<file path="config.mk">
export PLATFORM = sky130hd
export DESIGN_NAME = sa_feeder
export DESIGN_NICKNAME = d
export VERILOG_FILES = /design/src/rtl/sa_feeder.sv
export SDC_FILE = /design/constraint.sdc
export NUM_CORES = 2
export LEC_CHECK = 0
export ABC_AREA = 1
export ABC_CLOCK_PERIOD_IN_PS = 71300
export BUFFER_PORTS_ARGS = -buffer_cell sky130_fd_sc_hd__buf_4
export CORE_MARGIN = 2
export CORE_UTILIZATION = 50
export DETAILED_ROUTE_END_ITERATION = 7
export HOLD_SLACK_MARGIN = 0.02
export PLACE_DENSITY = 0.69
export SETUP_SLACK_MARGIN = 0.5
export SYNTH_ARGS = -nofsm -noshare
export SYNTH_HDL_FRONTEND = slang
export SYNTH_SLANG_ARGS = --single-unit
</file>
<file path="constraint.sdc">
create_clock -name clk -period 71.3 [get_ports clk]
set_input_delay 0 -clock clk [delete_from_list [all_inputs] [get_ports clk]]
set_output_delay 0 -clock clk [all_outputs]
set_load 0.1 [all_outputs]
</file>
<file path="src/rtl/sa_feeder.sv">
// sa_feeder: buffers one A/W tile and streams it into an NxN systolic MAC array with per-PE enable windows.
module sa_feeder #(
  parameter int N = 2,
  parameter int K_MAX = 16,
  parameter int DW = 32
) (
  input  logic                       clk,
  input  logic                       rst,
  input  logic                       ld_valid,
  input  logic                       ld_sel,
  input  logic [$clog2(K_MAX)-1:0]   ld_row,
  input  logic [$clog2(K_MAX)-1:0]   ld_col,
  input  logic [DW-1:0]              ld_data,
  input  logic                       start,
  input  logic [$clog2(K_MAX):0]     k_len,
  output logic [N-1:0][DW-1:0]       a_raw,
  output logic [N-1:0][DW-1:0]       w_raw,
  output logic [N-1:0][N-1:0]        en_mult,
  output logic [N-1:0][N-1:0]        clr_mult,
  output logic [N-1:0][N-1:0]        en_accum,
  output logic [N-1:0][N-1:0]        clr_accum,
  output logic                       busy,
  output logic                       done,
  output logic                       err
);
  localparam int KW = $clog2(K_MAX);
  localparam int CW = $clog2(K_MAX + 2 * N + 1);
  typedef enum logic [2:0] {IDLE, CLEAR, STREAM, DRAIN, DONE} state_t;
  state_t state, nxt_state;
  logic [CW-1:0] c, nxt_c, kc;
  logic [KW:0] k;
  logic [DW-1:0] a_buf [N][K_MAX];
  logic [DW-1:0] w_buf [K_MAX][N];
  logic [N-1:0][DW-1:0] nxt_a, nxt_w;
  logic [N-1:0][N-1:0] nxt_em, nxt_ea;
  logic k_ok, ld_ok, ld_go, strm, win;
  assign k_ok = k_len != '0 && k_len <= (KW+1)'(K_MAX);
  assign ld_ok = ld_sel ? (32'(ld_row) < K_MAX && 32'(ld_col) < N)
                        : (32'(ld_row) < N && 32'(ld_col) < K_MAX);
  assign ld_go = ld_valid && ld_ok && !busy;
  assign busy = state != IDLE;
  assign done = state == DONE;
  assign kc = CW'(k);
  always_comb begin
    nxt_state = state;
    nxt_c = c;
    case (state)
      IDLE: nxt_state = start && k_ok ? CLEAR : IDLE;
      CLEAR: begin
        nxt_state = STREAM;
        nxt_c = '0;
      end
      STREAM: begin
        nxt_c = c + 1'b1;
        nxt_state = c == kc - 1'b1 ? DRAIN : STREAM;
      end
      DRAIN: begin
        nxt_c = c + 1'b1;
        nxt_state = c == kc + CW'(2 * N - 2) ? DONE : DRAIN;
      end
      default: nxt_state = IDLE;
    endcase
  end
  // Outputs are computed from the next state/count so they register into the same cycle as c.
  assign strm = nxt_state == STREAM;
  assign win = strm || nxt_state == DRAIN;
  always_comb begin
    nxt_a = '0;
    nxt_w = '0;
    nxt_em = '0;
    nxt_ea = '0;
    for (int i = 0; i < N; i++) begin
      nxt_a[i] = strm ? a_buf[i][nxt_c[KW-1:0]] : '0;
      nxt_w[i] = strm ? w_buf[nxt_c[KW-1:0]][i] : '0;
      for (int j = 0; j < N; j++) begin
        nxt_em[i][j] = win && nxt_c >= CW'(i + j) && nxt_c < CW'(i + j) + kc;
        nxt_ea[i][j] = win && nxt_c >= CW'(i + j + 1) && nxt_c < CW'(i + j + 1) + kc;
      end
    end
  end
  always_ff @(posedge clk or posedge rst) begin
    if (rst) begin
      state <= IDLE;
      c <= '0;
      k <= '0;
      a_raw <= '0;
      w_raw <= '0;
      en_mult <= '0;
      en_accum <= '0;
      clr_mult <= '0;
      clr_accum <= '0;
      err <= 1'b0;
    end else begin
      state <= nxt_state;
      c <= nxt_c;
      if (state == IDLE && start && k_ok) k <= k_len;
      a_raw <= nxt_a;
      w_raw <= nxt_w;
      en_mult <= nxt_em;
      en_accum <= nxt_ea;
      clr_mult <= nxt_state == CLEAR ? '1 : '0;
      clr_accum <= nxt_state == CLEAR ? '1 : '0;
      err <= (ld_valid && (busy || !ld_ok)) || (state == IDLE && start && !k_ok);
    end
  end
  always_ff @(posedge clk or posedge rst) begin
    if (rst) begin
      for (int i = 0; i < N; i++)
        for (int x = 0; x < K_MAX; x++) begin
          a_buf[i][x] <= '0;
          w_buf[x][i] <= '0;
        end
    end else begin
      for (int i = 0; i < N; i++)
        for (int x = 0; x < K_MAX; x++) begin
          if (ld_go && !ld_sel && 32'(ld_row) == i && 32'(ld_col) == x) a_buf[i][x] <= ld_data;
          if (ld_go && ld_sel && 32'(ld_row) == x && 32'(ld_col) == i) w_buf[x][i] <= ld_data;
        end
    end
  end
endmodule

</file>
==> results.cfg <==
[finish]
final_common_cell = nand2_1
drive_above_1_share_pct = 6.34
final_area_um2 = 113000
layout_common_cells = 4935 x nand2_1, 2195 x dfrtp_1, 1327 x o21ai_1
fin_cells = 15584
fin_nets = 12765
synthToLayoutAreaGrowth_pct = 9.79

[floorplan]
pin_count = 197
floorplan.initialDensity_pct = 50.3
die_y_um = 458
rows = 166
die_area_um2 = 210000
fp.coreArea_um2 = 205000
dieWidth_um = 458

[synth]
synth_ff_type = dfrtp_1
synth.largest_area_cell = dfrtp_1
synth_cell_type_count = 38
synth_area_leaders = dfrtp_1 53%, nand2_1 18%, o21ai_1 6.4%
synth_edf_count = 0
synth_nets = 13195
syn_area_per_cell_um2 = 7.85
seq_area_frac_synth_pct = 53.3
synth-seq-cells = 2195
syn_inst = 13122
async_flop_share_pct = 100
yosysWarnings = 0
syn_area_um2 = 103000
yosysTopAreaCellShare_pct = 53.3

[timing]
finalWorstSetupSlack_ns = 64.91
fin_tns_setup_ns = 0
period_needed_ns = 6.39
tightestPinTransition_ns = 1.22
setup_violations = 0
finalHoldViolCount = 0
max_slew_margin_pct = 18.8
fin_worst_skew_ns = 0.0364
drv_slew = 0
rsz0062_at_grt = no
max_freq_mhz = 157
finalHoldWorstSlack_ns = 0.103
fin_crit_sh_pct = 8.96

[route]
vias = 89030
vias_per_cell = 5.71
drtIter0Drc = 10656
routed_wl_um = 333000
ant_nets = 0
avgRoutedWirePerCell_um = 21.4
drcViolationCount = 0
firstDrtPassIters = 6

[critical_path]
crit_top_cell = buf_4
endpoint_kind = asynchronous set/reset pin
rr_endpoint = a_raw[60]$_DFF_PP0_
worst-r2r-setup-slack_ns = 66.26
crit_buf_inv = 10
cpMaxStageDelayCell = buf_4
crit_type = input pin to asynchronous set/reset pin
cp_cell_sequence = dlygate4sd3_1 -> buf_4 -> dlygate4sd3_1 -> inv_8 -> buf_4 -> buf_4 -> buf_4 -> buf_4 -> buf_4 -> buf_12
crit_fanout = 156
reg2reg_from = c[1]$_DFF_PP0_
required_ns = 72.18
worstPathArrival_ns = 7.26
cpPeakStageDelay_ns = 0.86
start_kind = input pin
crit_family = buffers and inverters
reg2regPathDepth = 15

[global_routing]
grt_pass1_wl_um = 515000
busiest_layer = met2
gr-usage-met2_pct = 48.9
grtUsageMet1_pct = 43.5
grtUsageMet3_pct = 5.47
grt_max_degree = 202
globalRoute.totalOverflow = 0
first_global_vias = 84621
grt_usage_pct = 31.6
antenna_found_initial = 21

[clocking]
post-cts-setup-buffers = 0
cts-htree-levels = 4
clkTransAtPathRegs_ns = 0.06
clock_latency_ns = 0.89
cts.path.max_buffers = 3
cts_buffers = 218
cts_hold_buf = 95
cts.sinks = 2195
cts_tree = yes
root_buffer = clkbuf_16
post_cts_resized = 0

[pwr]
ir_worst_vdd_uv = 84.8
power.static_leakage_nw = 53.5
pwr_density_cell_nw_per_um2 = 50.0

[hold_path]
worstHoldPathCells = 4
hp-start = ld_data[24]
hp-class = input pin to flop
whs_endpoint = w_buf[632]$_DFFE_PP0P_

[place]
port-buffer-count = 196
dp_cells = 15065
place_congestion = 0.868
dpl_cell_area_um2 = 105000
dp_hpwl_um = 175000
dp_slack_ns = 65.04

[status]
outcome = completed

[job]
cap_violations = 0
## tightest hold or removal path, cell delays in order
cell	delay [ns]
dlygate4sd3_1	0.53
buf_4	0.15
nand2_1	0.14
o21ai_1	0.11
## per-layer routing
| metal | wire [um] | up-vias |
|---|---|---|
| met2 | 149000 | 4125 |
| met5 | 23 | - |
| li1 | - | 40946 |
| met1 | 138000 | 43285 |
| met3 | 30100 | 670 |
| met4 | 15900 | 4 |
## cell type report
class	count	area, um2
diodes	20	50.0
clock buffers	328	6530
clock inverters	76	1010
fillers	18588	91700
inverters	722	2730
multi-input cells	9124	40900
flip-flops and latches	2195	54900
well taps	2688	3360
repair buffers	431	3650
## kinds of logic after synthesis
| group | after synthesis | synth area share [%] |
|---|---|---|
| flops | 2195 | 53.3 |
| buf+inv | 1803 | 7.20 |
| xor+xnor | 10 | 0.0850 |
| fa+ha+maj | 23 | 0.279 |
| compound gates | 2335 | 11.4 |
| simple gates | 6756 | 27.8 |
## flip-flops by register name, summed over array words and instances, names as in the netlist
register,flops
a_buf,1024
w_buf,1024
err,1
w_raw,64
clr_accum,1
a_raw,64
en_accum,3
state,3
c,5
en_mult,1
k,5
## stage by stage
step	power, mW	utilization, %
after detailed placement	4.39	51.1
after floorplan	3.45	-
after CTS	5.61	55.2
final	5.66	55.2
after global routing	5.98	55.2
after global placement	4.38	51.1
## Yosys cell counts (66+ instances only)
library cell	count
nand3_1	917
buf_1	66
a21oi_1	138
buf_2	354
nand3b_1	385
dfrtp_1	2195
o21ai_1	1327
nor2_1	434
nand2_1	4951
o21ai_0	862
clkbuf_1	612
inv_1	716
## worst max path at each step
stage / startpoint / endpoint / slack [ns] / cells after the start
final: rst / a_buf[848]$_DFFE_PP0P_ / 64.91 / 10
after CTS: rst / a_buf[248]$_DFFE_PP0P_ / 64.80 / 10
after detailed placement: rst / a_raw[50]$_DFF_PP0_ / 65.04 / 8
after global placement: rst / a_raw[51]$_DFF_PP0_ / 65.18 / 8
after floorplan: rst / a_buf[0]$_DFFE_PP0P_ / 9.28 / 1
after global routing: rst / a_raw[54]$_DFF_PP0_ / 64.07 / 10
## where the power goes
group          switching [mW]  leakage (nW)  total [mW]  internal, mW
Combinational            2.32          19.6        3.10         0.786
Sequential             0.0497          30.2        1.35          1.30
Clock                   0.501          3.73        1.21         0.713
Note: power is estimated with default switching activity, not from simulation.
